`config.mk`:
```
export PLATFORM = sky130hd
export DESIGN_NAME = sysid_checker_wdog
export DESIGN_NICKNAME = d
export VERILOG_FILES = /design/src/rtl/sysid_checker_pkg.sv /design/src/rtl/sysid_checker_wdog.sv
export SDC_FILE = /design/constraint.sdc
export NUM_CORES = 1
export LEC_CHECK = 0
export BUFFER_PORTS_ARGS = -buffer_cell sky130_fd_sc_hd__buf_2
export CAP_MARGIN = 30
export CELL_PAD_IN_SITES_DETAIL_PLACEMENT = 0
export CELL_PAD_IN_SITES_GLOBAL_PLACEMENT = 2
export CORE_UTILIZATION = 30
export CTS_CLUSTER_DIAMETER = 30
export CTS_CLUSTER_SIZE = 24
export DETAILED_ROUTE_END_ITERATION = 16
export GPL_TIMING_DRIVEN = 0
export PLACE_DENSITY_LB_ADDON = 0.1
export SYNTH_ARGS = -nofsm -noshare
export SYNTH_HDL_FRONTEND = slang
export SYNTH_SLANG_ARGS = --single-unit
```
`constraint.sdc`:
```
create_clock -name clock -period 1.8 [get_ports clock]
set_input_delay 0.27 -clock clock [delete_from_list [all_inputs] [get_ports clock]]
set_output_delay 0.27 -clock clock [all_outputs]
set_load 0.01 [all_outputs]
```
`src/rtl/sysid_checker_pkg.sv`:
```
// Shared types and constants for the boot-time system-ID checker.
package sysid_checker_pkg;

  localparam int CNT_W = 16;

  localparam logic ADDR_ID = 1'b0;
  localparam logic ADDR_TS = 1'b1;

  typedef enum logic [2:0] {
    ST_IDLE,
    ST_RD_ID,
    ST_RD_TS,
    ST_CMP,
    ST_DONE
  } state_t;

endpackage

```
`src/rtl/sysid_checker_wdog.sv`:
```
// Saturating stall counter; tc flags that the next stalled cycle is the last one allowed.
module sysid_checker_wdog
  import sysid_checker_pkg::*;
#(
  parameter int unsigned TIMEOUT_CYCLES = 256
) (
  input  logic clock,
  input  logic reset,
  input  logic clr,
  input  logic inc,
  output logic tc
);

  localparam logic [CNT_W-1:0] TC_VAL = CNT_W'(TIMEOUT_CYCLES - 1);

  logic [CNT_W-1:0] cnt;

  always_ff @(posedge clock or posedge reset) begin
    if (reset) begin
      cnt <= '0;
    end else if (clr) begin
      cnt <= '0;
    end else if (inc && (cnt != '1)) begin
      cnt <= cnt + 1'b1;
    end
  end

  // Compare against N-1 so the FSM leaves on the edge that samples the Nth stall.
  assign tc = (cnt >= TC_VAL);

endmodule

```
# Word-level counts from Yosys, hierarchy flattened

Cells that the tools add are included.

Flip-flop bits (word level): 16
Input port bits: 4
Output and inout port bits: 1
Word-level logic and storage cells: 8

$add $sub $neg: 1
$lt $le $gt $ge: 1
Equal/unequal tests: 1
Muxes and demuxes: 2
Reduce and logical (&&, ||, !) cells: 2

Operators with widths:

| operator                | number |
|---|---|
| $mux W16                | 2 |
| $add A16 B1 Y16 const B | 1 |
| $ge A16 B8 Y1 const B   | 1 |
| $ne A16 B16 Y1 const B  | 1 |
| $reduce_bool A2 Y1      | 1 |
| $logic_and A1 B1 Y1     | 1 |

# Depth between registers and ports, before layout

Gate-level depths: netlist of run 1.

Depth after elaboration: 4
Gate-level depth with buffers: 6

# Least setup slack after synthesis of run 1

Ideal clock, no wire load.

Path kind: register to register
From: reg cnt[0]
To: reg cnt[5]
Arrival time: 1701 ps
Path slack: 21 ps
Cell stages (with the launch flop): 6
Path buffers: 0
Clock period less this slack: 1779 ps
Cells stage by stage: dfrtp_1 > ha_1 > nand4_1 > o41ai_4 > or4_2 > a21oi_1

Cells in the longest elaborated chain, start to end: 3
Elaborated cells between the ends (all ways): 6
Classes of those cells: add/sub (1); eq/ne (1); mux (2); reduce/logical (2)

RTL lines:

| what                                                     | RTL line                                           | source |
|---|---|---|
| start, declared                                          | sysid_checker_wdog.sv:16                           | `logic [CNT_W-1:0] cnt;` |
| start signal, assigned                                   | sysid_checker_wdog.sv:24                           | `cnt <= cnt + 1'b1;` |
| $add A16 B1 Y16 / $ne A16 B16 Y1 (equally long branches) | sysid_checker_wdog.sv:24, sysid_checker_wdog.sv:23 |  |
| $mux W16 / $logic_and A1 B1 Y1 (equally long branches)   | sysid_checker_wdog.sv:23                           | `end else if (inc && (cnt != '1)) begin` |
| $mux W16 / $reduce_bool A2 Y1 (equally long branches)    | n/a                                                |  |

Parallel ways exist; a longest one is shown, timed or not. The select of a mux whose other input is x is not followed.
A chain may end at the register's enable or synchronous reset.

# Worst setup path after layout of run 1

From: reg cnt[0]
To: reg cnt[14]

The elaborated chain is that of the path after synthesis.

==> results.tsv, run 1 <==
stage	metric	value	unit
setup_path	Worst Path Max Fanout	5	
power	PD cells	598	mW/mm2
final_layout	biggest regs	cnt (16)	
setup_path	Data required, critical path	2.02	ns
timing	Tmin final	1.79	ns
placement	cell total after placement	144	
timing	RSZ-0062 raised after global routing	yes	
synth	Synth async-reset ratio	1.00	
floorplan	Core ar.	0.00288	mm2
grt	initial antenna violation count	0	
synth	Compound-Gate Fraction of Synth Area	0.199	
floorplan	die height	58.1	um
synth	area leader, netlist	dfrtp_1	
timing	final setup fails	0	
clocking	CTS root buf	clkbuf_4	
timing	fin crit share	0.993	
timing	final hold slack	0.0482	ns
placement	Placer Congestion	0.716	
routing	initial drt markers	40	
floorplan	effective utilization at floorplan	0.328	
setup_path	Arrival @ worst endpoint	2.01	ns
clocking	maximum clock path buffer count	2	
final_layout	Post-Layout Cell Count	155	
routing	WL/cell	15.7	um
placement	DP Area	0.00101	mm2
setup_path	critical path startpoint category	register	
grt	vias in the first global route	836	
synth	number of synthesized flops with an enable pin	0	
setup_path	critical path cell sequence	ha_4, nand4_1, o41ai_4, buf_4, or4_1, a21oi_1	
floorplan	row count	19	
grt	GRT overflow	0	
setup_path	Buf+Inv Stages, Crit Path	1	
clocking	CTS Buf Count	3	
power	Power Total	0.000678	W
synth	commonest cells in the synthesized netlist	dfrtp_1, a21oi_1, nand3_1, o21ai_0, o31ai_1	
synth	Synth Area in XOR/XNOR	0.00928	
final_layout	Final Net Count	119	
clocking	hold-fix buffer count after cts	0	
placement	number of port buffers	3	
final_layout	Top reg by flops	cnt	
final_layout	Syn-to-layout area delta	20.2	%
timing	Slew @ Worst Pin	0.661	ns
synth	cell count after synthesis	99	
synth	simple-gate area share of the yosys netlist	0.297	
routing	DRT antenna net count	0	
synth	post-synth top area share	0.424	
synth	largest family of logic cells by synthesized area	simple AND/OR/NAND/NOR gates	
setup_path	Largest delay share family, worst path	simple AND/OR/NAND/NOR gates	
worst_hold_path	worst hold path type	in -> async	
routing	number of vias per cell	5.65	
synth	synth warn	0	
placement	Detailed Place HPWL	1.66	mm
synth	Avg Cell Area, Syn	9.53	um2
timing	f_max	559	MHz
final_layout	ant diodes	0	
synth	FF+latch count, synth	16	
synth	Synthesized Nets	104	
final_layout	Design Area, Final	0.00113	mm2
synth	register area share after synthesis	0.424	
timing	final hold viol count	0	
routing	drc violations	0	
synth	count leader, synth	dfrtp_1	
placement	worst slack at placement	-0.343	ns
floorplan	Ports	5	
timing	Max Transition Viols Final	0	
clocking	CTS tree	yes	
clocking	clk sinks	16	
timing	Clock Skews	0.00660	ns
final_layout	layout cells sized above 1	0.292	
final_layout	max FFs per register	16	
power	VDD IR-drop max	0.323	mV
synth	ranking of synthesized cells by area	dfrtp_1, a21oi_1, o31ai_1	
timing	Setup WS post-layout	0.0123	ns
grt	GRT Util Overall	0.163	
routing	vias after detailed routing	876	
synth	mux share of post-synthesis cell area	0.0212	
grt	pin count of the biggest net entering global routing	17	
setup_path	CP max stage delay	0.50	ns
clocking	htree depth	1	
clocking	clock slew at reported path FFs	0.11	ns
grt	first-pass GRT wire length	4.15	mm
floorplan	Die Wd	58.1	um
synth	Synth Area in Adders	0.0133	
clocking	worst-skew pair later-pin latency	0.29	ns
setup_path	slowest cell on the critical path	or4_1	
setup_path	Crit. End Element	register	
floorplan	die area	0.00337	mm2
power	leakage dissipation	0.457	nW
timing	Slew HR	0.559	
run	Max Cap Viol	0	
routing	drt total wl	2.44	mm
status	status	complete, no violations	
routing	Pre-antenna DRT Iters	4	
synth	top_reg_cell synth	dfrtp_1	
synth	Unique masters post-synth	30	
setup_path	WS Path Type	reg -> reg	
synth	Netlist Area Pre-Place	943	um2
[path summary, 6_finish.rpt]
path	endpoint	from	depth (start not counted)	slack, ns
min in group clock	cnt[15]	clr	2	0.33
hold / removal	cnt[11]	reset	2	0.05
hold reg to reg	cnt[5]	cnt[5]	2	0.60
setup / recovery	cnt[14]	cnt[0]	6	0.01
max in group asynchronous	cnt[2]	reset	2	1.28
setup reg to reg	cnt[14]	cnt[0]	6	0.01
[power breakdown]
part,leakage (nW),switching (W),total [W],internal [W]
registers,0.217,0.00000525,0.000369,0.000364
logic,0.219,0.0000347,0.0000584,0.0000237
clock network,0.0210,0.000128,0.000251,0.000123
[cell families after synthesis]
logic type | count (synthesis)
simple gates | 43
xor+xnor | 1
buf+inv | 7
compound gates | 29
mux | 2
flops | 16
fa+ha+maj | 1
[layer usage]
layer	track usage	wire [um]	vias to the layer above
met2	0.228	1060	23
met3	0.0201	103	2
met4	0.0714	19	0
met5	0	0	-
met1	0.248	1260	436
li1	-	-	415
[what timing repair did]
item / CTS / global route
gates cloned: 0 / 1
gates resized for setup: 2 / 8
endpoints found under the setup margin: 16 / 9
pin swaps: 2 / 1
buffers inserted: 5 / 1
[per-stage QoR]
step           setup TNS [ns]   util
6_report                    0  0.394
5_1_grt                -0.118  0.394
4_1_cts                     0  0.381
3_5_place_dp            -3.11  0.351
3_3_place_gp            -3.32  0.351
2_1_floorplan               0      -
[final cells by class]
cell class | count | area [um2]
multi-input combinational | 76 | 542
timing repair buffer | 10 | 65.1
buffer | 3 | 18.8
tap | 42 | 52.6
fill | 293 | 1740
sequential | 16 | 404
clock buffer | 4 | 36.3
inverter | 4 | 15.0
[layout by cell type (no fill, tap or decap), types with 2 or more instances in the layout]
master	n
a21oi_1	11
a21oi_2	2
and3_1	3
buf_2	4
buf_4	6
clkbuf_4	3
dfrtp_1	13
dfrtp_2	3
inv_1	4
mux2i_1	2
nand2_1	4
nand3_1	7
nand4_1	4
nor2_1	4
nor4_1	2
o21ai_0	7
o31ai_1	7
or3_2	5
or4_1	5
Power figures use the tool's default switching activity.
==> run 2: changes to the inputs <==
Settings changed: PLACE_DENSITY set to 0.67, PLACE_DENSITY_LB_ADDON 0.1 to unset, RECOVER_POWER set to 100.
Clock period 1.8 ns to 1.9 ns, I/O delays scaled along.
==> results.tsv, run 2 (same netlist as run 1, synthesis figures left out) <==
stage	metric	value	unit	change
grt	GRT overflow	0		unchanged
final_layout	max FFs per register	16		unchanged
timing	final setup fails	0		unchanged
clocking	clk sinks	16		unchanged
floorplan	row count	19		unchanged
setup_path	Worst Path Max Fanout	5		unchanged
grt	pin count of the biggest net entering global routing	17		unchanged
routing	WL met3	50	um	was 103 um
power	leakage dissipation	0.459	nW	was 0.457 nW
routing	Routed met2 length	1.09	mm	was 1.06 mm
final_layout	Top reg by flops	cnt		unchanged
worst_hold_path	worst hold path type	in -> async		unchanged
final_layout	most frequent cells in the layout	dfrtp_1, a21oi_1, buf_4		was dfrtp_1, a21oi_1, nand3_1, o31ai_1, o21ai_0
timing	Slew @ Worst Pin	0.673	ns	was 0.661 ns
routing	DRT met1 WL	1.24	mm	was 1.26 mm
timing	final hold viol count	0		unchanged
routing	vias after detailed routing	885		was 876
final_layout	layout cells sized above 1	0.287		was 0.292
grt	GRT Util Overall	0.160		was 0.163
floorplan	die height	58.1	um	unchanged
floorplan	Core ar.	0.00288	mm2	unchanged
setup_path	critical path startpoint category	register		unchanged
placement	Placer Congestion	0.709		was 0.716
clocking	CTS tree	yes		unchanged
power	PD cells	567	mW/mm2	was 598 mW/mm2
floorplan	Die Wd	58.1	um	unchanged
grt	initial antenna violation count	0		unchanged
routing	initial drt markers	23		was 40
final_layout	Syn-to-layout area delta	21.4	%	was 20.2%
grt	vias in the first global route	849		was 836
clocking	maximum clock path buffer count	2		unchanged
placement	Detailed Place HPWL	1.60	mm	was 1.66 mm
run	Max Cap Viol	0		unchanged
setup_path	critical path launch point	cnt[0]		unchanged
setup_path	reg2reg setup slack	0.07	ns	was 0.01 ns
clocking	htree depth	1		unchanged
routing	number of vias per cell	5.64		was 5.65
floorplan	effective utilization at floorplan	0.328		unchanged
floorplan	die area	0.00337	mm2	unchanged
floorplan	Ports	5		unchanged
setup_path	Data required, critical path	2.06	ns	was 2.02 ns
power	VDD IR-drop max	0.322	mV	was 0.323 mV
placement	number of port buffers	3		unchanged
clocking	CTS root buf	clkbuf_4		unchanged
timing	fin crit share	0.963		was 0.993
clocking	CTS Buf Count	3		unchanged
grt	first-pass GRT wire length	4.10	mm	was 4.15 mm
setup_path	WS Path Type	reg -> reg		unchanged
setup_path	FF-to-FF Start	cnt[0]		unchanged
final_layout	Final Net Count	121		was 119
routing	drc violations	0		unchanged
routing	top sig layer	met4		unchanged
timing	TNS Setup	0	ns	unchanged
timing	Tmin final	1.83	ns	was 1.79 ns
routing	Pre-antenna DRT Iters	4		unchanged
clocking	clock slew at reported path FFs	0.10	ns	was 0.11 ns
timing	Slew HR	0.551		was 0.559
timing	final hold slack	0.0679	ns	was 0.0482 ns
clocking	worst-skew pair later-pin latency	0.29	ns	about the same
routing	DRT antenna net count	0		unchanged
timing	Max Transition Viols Final	0		unchanged
setup_path	worst reg2reg path depth	7		was 6
status	status	complete, no violations		unchanged
clocking	hold-fix buffer count after cts	0		unchanged
final_layout	biggest regs	cnt (16)		unchanged
routing	drt total wl	2.44	mm	about the same
routing	WL/cell	15.5	um	was 15.7 um
setup_path	Crit. End Element	register		unchanged
setup_path	Arrival @ worst endpoint	1.99	ns	was 2.01 ns
timing	Clock Skews	0.00264	ns	was 0.00660 ns
final_layout	commonest non-fill, non-tap cell in the layout	dfrtp_1		unchanged
final_layout	ant diodes	0		unchanged
timing	f_max	547	MHz	was 559 MHz
[run 2: cell types whose count changed in the layout (fill, tap and decap cells not counted), sizes merged]
cell,before,now
clkbuf,5,6
buf,12,13
[run 2: worst max-delay path, stage by stage, from the launching register on]
cell     delay, ns
dfrtp_1       0.40
ha_4          0.17
nand4_1       0.20
o41ai_4       0.47
buf_4         0.19
buf_4         0.09
or3_4         0.11
a21oi_2       0.05
[run 2: path summary, 6_finish.rpt]
kind	to
max	cnt[3]
min	cnt[10]
max reg2reg	cnt[3]
min reg2reg	cnt[5]
max in group asynchronous	cnt[1]
min in group clock	cnt[8]
[run 2: routing by layer]
| layer | vias to the layer above | track usage |
|---|---|---|
| met5 | - | 0 |
| met2 | 13 | 0.250 |
| met4 | 0 | 0.0612 |
| met3 | 7 | 0.0201 |
| met1 | 443 | 0.227 |
| li1 | 422 | - |
[run 2: what timing repair did]
action,CTS,global route
endpoints found under the setup margin,11,9
gates cloned,0,1
setup buffers,3,5
gates resized for setup,2,9
hold endpoints to repair,0,0
pin swaps,2,4
[run 2: final cells by class]
class                   count  area (um2)
plain buffers               3        18.8
inverters                   4        15.0
flip-flops and latches     16         403
well taps                  42        52.6
repair buffers             12        82.6
multi-input cells          76         537
fillers                   299        1730
clock buffers               4        36.3
[run 2: through the flow]
step,power [W],worst slack (ns),area [um2],util,cells
2_1_floorplan,0.000383,0.121,943,-,99
3_3_place_gp,0.000398,-0.276,1010,0.351,144
3_5_place_dp,0.000398,-0.238,1010,0.351,144
4_1_cts,0.000646,0.0483,1080,0.376,151
5_1_grt,0.000670,-0.0305,1140,0.398,157
6_report,0.000649,0.0707,1140,0.398,157
[run 2: report_power, final]
part	total, W	switching, W	leakage [nW]	internal, W
registers	0.000350	0.00000536	0.219	0.000345
clock network	0.000237	0.000120	0.0210	0.000117
logic	0.0000620	0.0000340	0.219	0.0000281
total	0.000649	0.000159	0.459	0.000490
